$ cat config.mk
export PLATFORM = sky130hd
export DESIGN_NAME = tft_power_seq
export DESIGN_NICKNAME = d
export VERILOG_FILES = /design/src/rtl/tft_power_seq.sv
export SDC_FILE = /design/constraint.sdc
export NUM_CORES = 1
export LEC_CHECK = 0
export ABC_AREA = 0
export BUFFER_PORTS_ARGS = -buffer_cell sky130_fd_sc_hd__buf_2
export CELL_PAD_IN_SITES_DETAIL_PLACEMENT = 1
export CELL_PAD_IN_SITES_GLOBAL_PLACEMENT = 1
export CORE_ASPECT_RATIO = 1.25
export CORE_MARGIN = 2
export CORE_UTILIZATION = 47
export DETAILED_ROUTE_END_ITERATION = 6
export PLACE_DENSITY = 0.81
export SLEW_MARGIN = 5
export SYNTH_ARGS = -nofsm -noshare
export SYNTH_HDL_FRONTEND = slang
export SYNTH_SLANG_ARGS = --single-unit
$ cat constraint.sdc
create_clock -name tft_clk -period 3.35 [get_ports tft_clk]
set_input_delay 0.1675 -clock tft_clk [delete_from_list [all_inputs] [get_ports tft_clk]]
set_output_delay 0.1675 -clock tft_clk [all_outputs]
set_load 0.02 [all_outputs]
$ cat src/rtl/tft_power_seq.sv
// Panel power sequencer: request -> video enable -> N frames -> PWM backlight, reversed on release.
// State-derived outputs are decoded straight from the state register; tft_bl is a registered PWM.
module tft_power_seq #(
    parameter int unsigned T_ON_DLY  = 33000,
    parameter int unsigned BL_FRAMES = 3,
    parameter int unsigned T_OFF_DLY = 33000,
    parameter logic        VS_ACTIVE = 1'b0
) (
    input  logic       tft_clk,
    input  logic       rst,
    input  logic       pwr_req,
    input  logic       vsync,
    input  logic [7:0] brightness,
    output logic       video_en,
    output logic       tft_bl,
    output logic       ready,
    output logic       busy,
    output logic [2:0] state_o
);

    typedef enum logic [2:0] {
        S_OFF        = 3'd0,
        S_PWR_WAIT   = 3'd1,
        S_FRAME_WAIT = 3'd2,
        S_ON         = 3'd3,
        S_PWR_DOWN   = 3'd4
    } state_t;

    localparam logic [19:0] ON_LAST  = 20'(T_ON_DLY - 1);
    localparam logic [19:0] OFF_LAST = 20'(T_OFF_DLY - 1);
    localparam logic [7:0]  FRM_LAST = 8'(BL_FRAMES - 1);

    state_t      state;
    state_t      state_nxt;
    logic [19:0] dly_cnt;
    logic [7:0]  frm_cnt;
    logic [7:0]  pwm_cnt;
    logic [7:0]  duty;
    logic [7:0]  duty_nxt;
    logic        vs_q;
    logic        vs_prev;
    logic        tick;
    logic        bl_en;
    logic        bl_nxt;

    always_ff @(posedge tft_clk or posedge rst) begin
        if (rst) begin
            vs_q    <= 1'b0;
            vs_prev <= 1'b0;
        end else begin
            vs_q    <= vsync;
            vs_prev <= vs_q;
        end
    end

    assign tick = (vs_q == VS_ACTIVE) && (vs_prev != VS_ACTIVE);

    always_ff @(posedge tft_clk or posedge rst) begin
        if (rst) begin
            state <= S_OFF;
        end else begin
            state <= state_nxt;
        end
    end

    always_comb begin
        state_nxt = state;
        case (state)
            S_OFF: begin
                if (pwr_req) state_nxt = S_PWR_WAIT;
            end
            S_PWR_WAIT: begin
                if (!pwr_req)                state_nxt = S_OFF;
                else if (dly_cnt == ON_LAST) state_nxt = S_FRAME_WAIT;
            end
            S_FRAME_WAIT: begin
                // Release wins over a frame tick landing in the same cycle.
                if (!pwr_req)                         state_nxt = S_PWR_DOWN;
                else if (tick && frm_cnt == FRM_LAST) state_nxt = S_ON;
            end
            S_ON: begin
                if (!pwr_req) state_nxt = S_PWR_DOWN;
            end
            S_PWR_DOWN: begin
                if (dly_cnt == OFF_LAST) state_nxt = S_OFF;
            end
            default: state_nxt = S_OFF;
        endcase
    end

    always_ff @(posedge tft_clk or posedge rst) begin
        if (rst) begin
            dly_cnt <= '0;
            frm_cnt <= '0;
        end else if (state_nxt != state) begin
            dly_cnt <= '0;
            frm_cnt <= '0;
        end else begin
            if (state == S_PWR_WAIT || state == S_PWR_DOWN) begin
                dly_cnt <= dly_cnt + 20'd1;
            end
            if (state == S_FRAME_WAIT && tick) begin
                frm_cnt <= frm_cnt + 8'd1;
            end
        end
    end

    // Backlight drops on the same edge that leaves ON, so gate with the next state too.
    assign bl_en    = (state == S_ON) && (state_nxt == S_ON);
    assign duty_nxt = (pwm_cnt == 8'd0) ? brightness : duty;
    assign bl_nxt   = bl_en && ((pwm_cnt < duty_nxt) || (duty_nxt == 8'hFF));

    always_ff @(posedge tft_clk or posedge rst) begin
        if (rst) begin
            pwm_cnt <= '0;
            duty    <= '0;
            tft_bl  <= 1'b0;
        end else begin
            pwm_cnt <= bl_en ? pwm_cnt + 8'd1 : 8'd0;
            duty    <= duty_nxt;
            tft_bl  <= bl_nxt;
        end
    end

    assign video_en = (state == S_FRAME_WAIT) || (state == S_ON) || (state == S_PWR_DOWN);
    assign ready    = (state == S_ON);
    assign busy     = (state == S_PWR_WAIT) || (state == S_FRAME_WAIT) || (state == S_PWR_DOWN);
    assign state_o  = state;

endmodule

Word level (Yosys, flattened, before mapping). Cells that the tools add are included.

Bits in registers: 50. Logic and storage cells: 51.

Add/subtract/negate cells: 3. Magnitude comparators: 1. Equal/unequal tests: 9. Muxes and demuxes: 14. Bitwise operators: 1. Reductions and logical operators: 15.

Operator list (count): 20-bit 2-to-1 mux (2); 8-bit 2-to-1 mux (4); 3-bit 2-to-1 mux (7); 20-bit by 1-bit adder with 20-bit output (second input constant) (1); 20-bit by 16-bit == test with 1-bit output (second input constant) (1); 8-bit by 1-bit adder with 8-bit output (second input constant) (2); 3-bit one-hot mux with 5 select lines (1); 3-bit by 2-bit == test with 1-bit output (second input constant) (3); 8-bit by 2-bit == test with 1-bit output (second input constant) (1); 8-bit == test (second input constant) (1); 8-bit logical NOT (1); 8-bit less-than comparator (1); 1-bit logical OR (6); 1-bit logical AND (5); 2-bit nonzero test (2); 3-bit by 1-bit == test with 1-bit output (second input constant) (1); 3-bit == test (second input constant) (1); 3-bit logical NOT (1); 3-bit inequality test (1); 1-bit inverter (1).

Longest topological paths before layout. Gate-level depths: netlist (run 1).

Depth after elaboration: 9. Mapped depth: 10.

Worst setup path after synthesis (run 1). OpenSTA, ideal clock, no wires.

Path type: reg2reg. From: register pwm_cnt[5]. To: register tft_bl. Library setup time: 0.083 ns. Arrival time: 2.522 ns. Data required time: 3.267 ns. Setup slack: 0.744 ns. Stages on the path, launching flop included: 10. Buffers on the path: 0. Path through: dfrtp_1 nor4_1 nand3_1 mux2_2 inv_1 ha_1 a21o_1 a31oi_1 o211ai_1 a31oi_1.

Word-level cells in the longest chain between the ends: 5. Elaborated cells on any way between the ends: 6. Classes of those cells: 1 x order compare; 1 x eq/ne; 1 x mux; 3 x reduce/logical.

RTL lines: from (decl) (RTL line 37) `logic [7:0] pwm_cnt;`; from (signal assigned) (RTL line 119) `pwm_cnt <= bl_en ? pwm_cnt + 8'd1 : 8'd0;`; 8-bit logical NOT (*) (RTL line 110) `assign duty_nxt = (pwm_cnt == 8'd0) ? brightness : duty;`; 8-bit 2-to-1 mux (*) (RTL line 110); net duty_nxt[5] (RTL line 39) `logic [7:0] duty_nxt;`; 8-bit less-than comparator or 8-bit == test (tied branches) (RTL line 111) `assign bl_nxt = bl_en && ((pwm_cnt < duty_nxt) || (duty_nxt == 8'hFF));`; 1-bit logical OR (*) (RTL line 111); 1-bit logical AND (*) (RTL line 111); net bl_nxt (RTL line 44) `logic bl_nxt;`; to (signal assigned) (RTL line 121) `tft_bl <= bl_nxt;`; to (decl) (RTL line 15) `output logic tft_bl,`.

Mark *: on every way through the listed nets, which the timed path passes. The rest lies on a longest branch. A chain may end at the register's enable or synchronous reset.

Worst setup path in the final report (run 1). Same ends and word-level chain as after synthesis.

==> run metrics, run 1 <==
status=complete, no violations; fraction of registers with async set or reset after synthesis=100.0%; cell area power density=399.4 nW/µm²; Sw Ratio=22.70%; Hold Fails Final Rpt=0; Final HPWL DP=4620 µm; TritonCTS clock tree=yes; Yosys cell types=44; RR Endpoint=tft_bl; Synth Area in XOR/XNOR=7.989%; Setup crit end kind=register; combinational share of power=6.8%; Fin Clk Skew=0.008396 ns; Starting Density=47.79%; Fillers=669; Slew Limit Fails=0; grt total ovfl=0; Max Cap Violations=0; Worst-path clk slew=0.10 ns; post-synthesis cell area=2725 µm²; unrepaired setup endpoints after global routing=no; Tmin final=2.504 ns; Slew HR=29.07%; largest family of logic cells by synthesized area=simple AND/OR/NAND/NOR gates; sequential area share after synthesis=45.91%; NetSw=0.2773 mW; delay of the slowest critical-path stage=0.45 ns; Routed WL=6408 µm; worst setup path category=reg2reg; die width=72.11 µm; Synth Area in Adders=5.510%; Tot GR Track Use=21.69%; nets=322; Worst Path Arrival=2.74 ns; die height=89.14 µm; Num CTS Buffers=5; Fin Setup TNS=0 ns; clock tree sinks=50; r2r startpoint=pwm_cnt[5]; syn avg cell area=9.838 µm²; internal power=0.9441 mW; Reg area=1251 µm²; port bufs=18; Setup Buffers After CTS=0; Skew-Pair Late Insertion Delay=0.31 ns; Final Wtd Congestion=0.7851; drt drc=0; area of the die=6427 µm²; first-pass GRT wire length=10750 µm; I/O Pins=19; DR pass1 iterations=4; reg2reg path depth=11; H-Tree Depth=2; layout cells sized above 1=12.71%; Crit-path slowest cell=dfrtp_1; Worst Tran Pin Value=1.062 ns; #FFs+latches synth=50; Ant. Diodes=0; R2R Setup Slk=0.85 ns; final setup margin=0.8457 ns; Lkg Pwr=1.301 nW; worst vdd ir=0.1980 mV; Synth Area in Compound Gates=13.18%; Synth Net Count=301; row count=31; crit path cell chain=nor4_1, buf_4, nand3_1, buf_4, mux2_2, inv_1, ha_1, a21o_1, a31oi_1, o211ai_1, a31oi_1; number of flops mapped to enable cells by yosys=0; final critical-path share of the clock period=74.75%; largest net degree at the start of global routing=51; critical path fanouts, max=8; crit start category=register; Syn Inst Count=277; final hold slack=0.1127 ns; YS warnings=0; area grow syn2layout=12.21%; post-synthesis mux area share=3.398%; Multi-input gate area=1389 µm²; Post-Synth Simple-Gate Area=20.39%; initial antenna violation count=0; FMAX=399.3 MHz; drt wl/cell=17.56 µm; predominant post-synthesis flop cell=dfrtp_1; Clk pwr share=41.8%; worst slack, placed=0.8678 ns; Core Area=5702 µm²; worst endpoint required time=3.59 ns; Worst Hold Class=in2async; initial DRC count=32; Antenna Nets Post-Route=0; CTS Buffer Depth=2; vias per inst=5.964; part of the power in registers=51.4%; vias in the first global route=2252; Root Driver=clkbuf_8; vias=2177; endpoints failing setup=0
per-stage QoR:
| stage | total power [mW] | instances | instance area [µm²] | utilization [%] |
|---|---|---|---|---|
| final | 1.221 | 365 | 3058 | 53.63 |
| after global routing | 1.273 | 365 | 3058 | 53.63 |
| after CTS | 1.238 | 365 | 3058 | 53.63 |
| after detailed placement | 0.7231 | 356 | 2910 | 51.04 |
| after global placement | 0.7199 | 356 | 2910 | 51.04 |
| after floorplan | 0.6910 | 277 | 2725 | - |
final cells by class:
type,count,share of cell area [%]
tap,66,2.700
sequential,50,40.92
multi-input combinational,201,45.42
clock buffer,5,2.250
timing repair buffer,24,4.501
inverter,16,1.964
clock inverter,3,2.250
kinds of logic (layout without fill, tap and decap cells):
group	count (synthesis)	after routing
AO/OA/AOI/OAI	56	56
XOR/XNOR	24	24
adder cells (fa/ha/maj)	12	12
buffers and inverters	26	48
flip-flops	50	50
multiplexers	9	9
AND/OR/NAND/NOR	100	100
routing by layer:
layer  wire (µm)  part of all wire [%]  GRT usage [%]
met3         142                   2.2          3.833
met4          96                   1.5          7.033
met2        3418                    53          39.45
met5           0                     0              0
met1        2751                    43          25.88
power groups by stage:
stage	clock [mW]	sequential, mW	combinational [mW]
6_report	0.511	0.628	0.0826
3_3_place_gp	0	0.639	0.0807
2_1_floorplan	0	0.636	0.0546
5_1_grt	0.548	0.630	0.0940
4_1_cts	0.525	0.628	0.0847
3_5_place_dp	0	0.640	0.0831
synth_stat cells (2+ instances only):
| cell | number | area [µm²] |
|---|---|---|
| inv_1 | 16 | 60.06 |
| or4_1 | 4 | 30.03 |
| nand2_1 | 13 | 48.80 |
| nand4b_1 | 3 | 26.28 |
| nor4_1 | 9 | 56.30 |
| o21a_1 | 2 | 15.01 |
| xor2_1 | 5 | 43.79 |
| nor3_1 | 6 | 30.03 |
| mux2_2 | 2 | 22.52 |
| a31oi_1 | 3 | 18.77 |
| a22oi_1 | 9 | 67.56 |
| or3_1 | 9 | 56.30 |
| a21oi_1 | 20 | 100.1 |
| and3_1 | 5 | 31.28 |
| mux2i_1 | 7 | 70.07 |
| nor4b_1 | 3 | 26.28 |
| nor2_1 | 17 | 63.81 |
| xnor2_1 | 18 | 157.7 |
| o31ai_1 | 2 | 15.01 |
| clkbuf_1 | 8 | 30.03 |
| nor3b_1 | 3 | 22.52 |
| o21ai_0 | 9 | 45.04 |
| dfrtp_1 | 50 | 1251 |
| a41o_1 | 2 | 20.02 |
| nand4_1 | 6 | 37.54 |
| ha_1 | 12 | 150.1 |
| nand3_1 | 17 | 85.08 |
worst max-delay path, delay by kind of cell, from the launching register on:
family | cells | cell delay [ns]
compound gates | 4 | 0.69
fa+ha+maj | 1 | 0.23
buf+inv | 3 | 0.42
flops | 1 | 0.45
mux | 1 | 0.29
simple gates | 2 | 0.35
what timing repair did:
item / 4_1_cts / 5_1_grt
hold buffers: 1 / 0
endpoints found under the hold margin: 1 / 0
gates resized for setup: 0 / 0
sequential cells by signal, summed over array words and instances, names as in the netlist:
register,count
vs_q,1
state_o,3
tft_bl,1
vs_prev,1
duty,8
frm_cnt,8
dly_cnt,20
pwm_cnt,8
worst max-delay path by stage:
| stage | from | to | slack [ns] | cells after the start |
|---|---|---|---|---|
| 2_1_floorplan | pwm_cnt[5] | tft_bl | 0.74 | 9 |
| 4_1_cts | pwm_cnt[5] | tft_bl | 0.84 | 11 |
| 3_5_place_dp | pwm_cnt[5] | tft_bl | 0.87 | 11 |
| 6_report | pwm_cnt[5] | tft_bl | 0.85 | 11 |
| 5_1_grt | pwm_cnt[5] | tft_bl | 0.61 | 11 |
| 3_3_place_gp | pwm_cnt[5] | tft_bl | 0.93 | 11 |
cells in the final DEF (no fill, tap or decap), types with 12 or more instances in the layout:
master   instances
xnor2_1         18
nor2_1          17
nand3_1         17
a21oi_1         20
inv_1           15
nand2_1         13
dfrtp_1         50
buf_2           18
ha_1            12
No activity file was read; power rests on OpenSTA's default activity.
==> run 2, diff against run 1 <==
Clock period 3.35 ns to 2.6 ns, I/O delays scaled along.
==> run 2 against run 1 <==
- count of clock-buffer cells in the layout grew 1
- clock skew shrank 0.0013 ns
- sequential share of layout area shrank 0.32 points
- maximum frequency grew 3.2%
- global-route usage grew 0.24 points
- core utilization grew 0.48 points
- sequential power grew 28%
- worst hold slack lost 0.0034 ns
- non-clock buffer count grew 5
- wire length grew 3.7%
- critical path type unchanged
- largest cell class unchanged
- largest power group unchanged
==> run metrics, run 2 (same netlist as run 1, synthesis figures left out) <==
CP top delay family=compound AO/OA/AOI/OAI gates; critical path fanouts, max=4; area grow syn2layout=13.22%; Starting Density=47.79%; drt wl/cell=18.01 µm; unrepaired setup endpoints after global routing=no; Final Wtd Congestion=0.7857; endpoints failing setup=0; initial antenna violation count=0; grt total ovfl=0; most common cell after layout, fill and taps aside=dfrtp_1; Routed WL=6645 µm; NetSw=0.3371 mW; CP bufs+invs=2; Antenna Nets Post-Route=0; non-filler cells, final=369; Core Area=5702 µm²; Worst-path clk slew=0.09 ns; Lkg Pwr=1.322 nW; layout cells sized above 1=14.52%; delay of the slowest critical-path stage=0.46 ns; Critical Path Source=pwm_cnt[4]; drt drc=0; clock tree sinks=50; Setup crit end kind=register; die width=72.11 µm; Ant. Diodes=0; Tmin final=2.427 ns; crit start category=register; Slew Limit Fails=0; final critical-path share of the clock period=93.33%; Crit-path slowest cell=dfrtp_2; Setup Buffers After CTS=0; Fin Clk Skew=0.007065 ns; largest net degree at the start of global routing=30; Reg with most FFs=dly_cnt; met1 Track Usage GR=23.30%; Skew-Pair Late Insertion Delay=0.30 ns; H-Tree Depth=2; met2 Use GR=41.62%; Clk pwr share=37.6%; worst setup path category=reg2reg; Total Power=1.479 mW; Worst Hold Class=in2reg; Worst Path Arrival=2.65 ns; worst hold start=brightness[2]; Num CTS Buffers=5; vias in the first global route=2391; r2r startpoint=pwm_cnt[4]; final hold slack=0.1092 ns; worst endpoint required time=2.82 ns; part of the power in registers=54.5%; crit-path most repeated cell=a31oi_1; TritonCTS clock tree=yes; Max Cap Violations=0; cell area power density=479.4 nW/µm²; GRT busiest layer=met2; DR pass1 iterations=4; area of the die=6427 µm²; nets=327; Final HPWL DP=4833 µm; initial DRC count=58; row count=31; Root Driver=clkbuf_8; Sw Ratio=22.79%; first-pass GRT wire length=10980 µm; Fin Setup TNS=0 ns; port bufs=18; most frequent cells in the layout=49 x dfrtp_1, 20 x a21oi_1, 18 x xnor2_1, 18 x buf_2, 17 x nor2_1; CTS Buffer Depth=2; combinational share of power=7.9%; I/O Pins=19; Worst Tran Pin Value=0.6197 ns; die height=89.14 µm; vias=2242; Hold Fails Final Rpt=0; worst vdd ir=0.2874 mV; internal power=1.142 mW; max reg flops=20; crit path cell chain=nor4_2, buf_4, nand3_2, mux2_2, inv_1, ha_1, a21o_1, a31oi_1, o211ai_1, a31oi_1; Placed Cells=360; Tot GR Track Use=21.93%; vias per inst=6.076; FMAX=412.1 MHz; met3 GRT Util=3.833%; Slew HR=58.63%; status=complete, no violations
run 2: final timing paths:
| path | slack [ns] | endpoint | cells past startpoint |
|---|---|---|---|
| setup reg to reg | 0.17 | tft_bl | 10 |
| min in group asynchronous | 0.45 | pwm_cnt[3] | 3 |
| hold reg to reg | 0.42 | vs_prev | 0 |
| setup / recovery | 0.17 | tft_bl | 10 |
| hold / removal | 0.11 | duty[2] | 3 |
| max in group asynchronous | 1.42 | frm_cnt[1] | 4 |
run 2: stage by stage:
step	utilization [%]	setup slack, ns	cell area (µm²)
finish	54.11	0.1733	3085
global route	54.11	0.005832	3085
CTS	53.98	0.1238	3078
detailed placement	51.66	0.1456	2945
global placement	51.66	0.2486	2945
floorplan	-	0.05704	2730
run 2: power by group through the flow:
| stage | clock, mW | combinational (mW) | sequential (mW) |
|---|---|---|---|
| after floorplan | 0 | 0.0704 | 0.820 |
| after global placement | 0 | 0.110 | 0.821 |
| after detailed placement | 0 | 0.115 | 0.822 |
| after CTS | 0.576 | 0.118 | 0.807 |
| after global routing | 0.602 | 0.130 | 0.809 |
| final | 0.556 | 0.117 | 0.806 |
run 2: layout make-up:
class,count,area [µm²]
repair buffers,29,177.7
clock inverters,1,30.03
flip-flops and latches,50,1252
well taps,66,82.58
clock buffers,6,82.58
fillers,651,2616
multi-input cells,201,1400
inverters,16,60.06
run 2: worst register-to-register path: stages, from the launching register on:
cell      delay [ns]
dfrtp_2         0.46
nor4_2          0.28
buf_4           0.17
nand3_2         0.10
mux2_2          0.31
inv_1           0.07
ha_1            0.25
a21o_1          0.20
a31oi_1         0.22
o211ai_1        0.13
a31oi_1         0.18
run 2: routing by layer:
| layer | wire (µm) | part of all wire [%] |
|---|---|---|
| met1 | 2678 | 40 |
| met2 | 3556 | 54 |
| met3 | 151 | 2.3 |
| met4 | 259 | 3.9 |
| met5 | 0 | 0 |
run 2: what timing repair did:
item                                    in CTS  in global routing
endpoints found under the setup margin       0                  1
gates resized for setup                      0                  2
hold endpoints to repair                    29                  0
hold buffers                                 2                  0
==> run 3, diff against run 2 <==
Settings changed: SETUP_SLACK_MARGIN set to 0.2.
==> run 3 against run 2 <==
- core utilization is 2.1 points higher
- global-route usage is 0.95 points higher
- die area stayed put
- highest routed layer unchanged
==> run metrics, run 3 (same netlist as run 1, synthesis figures left out) <==
worst vdd ir=0.3483 mV; utilization after layout=56.20%; Root Driver=clkbuf_8; Ant. Diodes=0; drt drc=0; Max Cap Violations=0; final setup margin=0.2494 ns; Slew HR=64.71%; Num CTS Buffers=5; critical path fanouts, max=5; Clk pwr share=33.6%; Tot GR Track Use=22.89%; Final HPWL DP=4748 µm; vias in the first global route=2392; cell area power density=438.3 nW/µm²; Tmin final=2.351 ns; routed wl met2=3925 µm; CTS Buffer Depth=2; R2R Setup Slk=0.25 ns; area of the die=6427 µm²; H-Tree Depth=2; Hold Fails Final Rpt=0; drt wl/cell=19.15 µm; FMAX=425.4 MHz; Sw Ratio=24.89%; initial DRC count=46; Skew-Pair Late Insertion Delay=0.30 ns; area grow syn2layout=17.58%; Starting Density=47.79%; max reg flops=20; vias=2274; Antenna Nets Post-Route=0; die width=72.11 µm; worst endpoint required time=2.83 ns; largest net degree at the start of global routing=29; internal power=1.055 mW; Slew Limit Fails=0; Worst Path Arrival=2.58 ns; Fin Setup TNS=0 ns; crit start category=register; combinational share of power=8.9%; layout cells sized above 1=20.13%; I/O Pins=19; Total Power=1.404 mW; nets=336; Reg with most FFs=dly_cnt; most common cell after layout, fill and taps aside=dfrtp_1; Final Wtd Congestion=0.8075; endpoints failing setup=0; Worst Hold Class=in2reg; Fin Clk Skew=0.008334 ns; Met3 Wirelength=234 µm; Setup crit end kind=register; Lkg Pwr=1.374 nW; met1 wire length=2884 µm; part of the power in registers=57.5%; first-pass GRT wire length=11360 µm; most frequent cells in the layout=47 x dfrtp_1, 19 x a21oi_1, 18 x xnor2_1, 18 x buf_2, 17 x buf_4; clock tree sinks=50; worst setup path category=reg2reg; status=complete, no violations; initial antenna violation count=0; vias per inst=6.000; NetSw=0.3495 mW; TritonCTS clock tree=yes; final critical-path share of the clock period=90.41%; unrepaired setup endpoints after global routing=yes; Core Area=5702 µm²; port bufs=18; grt total ovfl=0; DR pass1 iterations=4; die height=89.14 µm; row count=31; worst slack, placed=0.1085 ns; final hold slack=0.08255 ns; Worst Tran Pin Value=0.5285 ns; DR top layer=met4; Worst-path clk slew=0.09 ns; Routed WL=7257 µm
run 3: changes by cell type in the layout (fill, tap and decap cells not counted), moves of 2 or more:
cell / previous run / this run
mux2i_4: 0 / 2
dfrtp_1: 49 / 47
mux2i_1: 7 / 4
dfrtp_2: 1 / 3
buf_4: 9 / 17
run 3: path summary, 6_finish.rpt:
kind | from | to | cells past startpoint
worst max-delay path | pwm_cnt[7] | tft_bl | 9
worst min-delay path | brightness[2] | duty[2] | 3
worst max register to register | pwm_cnt[7] | tft_bl | 9
worst min register to register | vs_q | vs_prev | 0
min in group asynchronous | rst | dly_cnt[7] | 3
max in group asynchronous | rst | pwm_cnt[1] | 4
run 3: routing by layer:
metal	vias to the layer above	track usage, %
met1	1130	26.96
met5	-	0
met2	48	42.45
li1	1079	-
met4	0	7.376
met3	17	3.495
run 3: per-stage QoR:
step           instance area, µm²  cells
2_1_floorplan                2736    277
3_3_place_gp                 2959    361
3_5_place_dp                 2959    361
4_1_cts                      3083    371
5_1_grt                      3204    379
6_report                     3204    379
run 3: power groups by stage:
stage	Combinational (mW)	Sequential, mW	Clock, mW
after floorplan	0.0704	0.820	0
after global routing	0.141	0.810	0.516
after detailed placement	0.116	0.821	0
after CTS	0.120	0.806	0.488
after global placement	0.114	0.821	0
final	0.125	0.807	0.472
run 3: final cells by class:
class,instances,area (µm²)
Clock buffer,7,86.33
Clock inverter,1,5.005
Fill cell,653,2497
Inverter,16,60.06
Multi-Input combinational cell,201,1466
Sequential cell,50,1255
Tap cell,66,82.58
Timing Repair Buffer,38,249.0
run 3: what timing repair did:
action,CTS,global route
resized for setup,3,14
pin swaps,0,4
setup endpoints to repair,1,1
hold endpoints to repair,23,0
hold buffers,2,0
setup buffers,0,8
run 3: worst max-delay path, stage by stage (launching register included):
cell      delay (ns)
dfrtp_2         0.45
nor4_4          0.32
nand3_2         0.18
buf_6           0.19
mux2i_4         0.18
ha_1            0.33
buf_4           0.16
a31oi_4         0.19
o211ai_1        0.11
a31oi_1         0.17
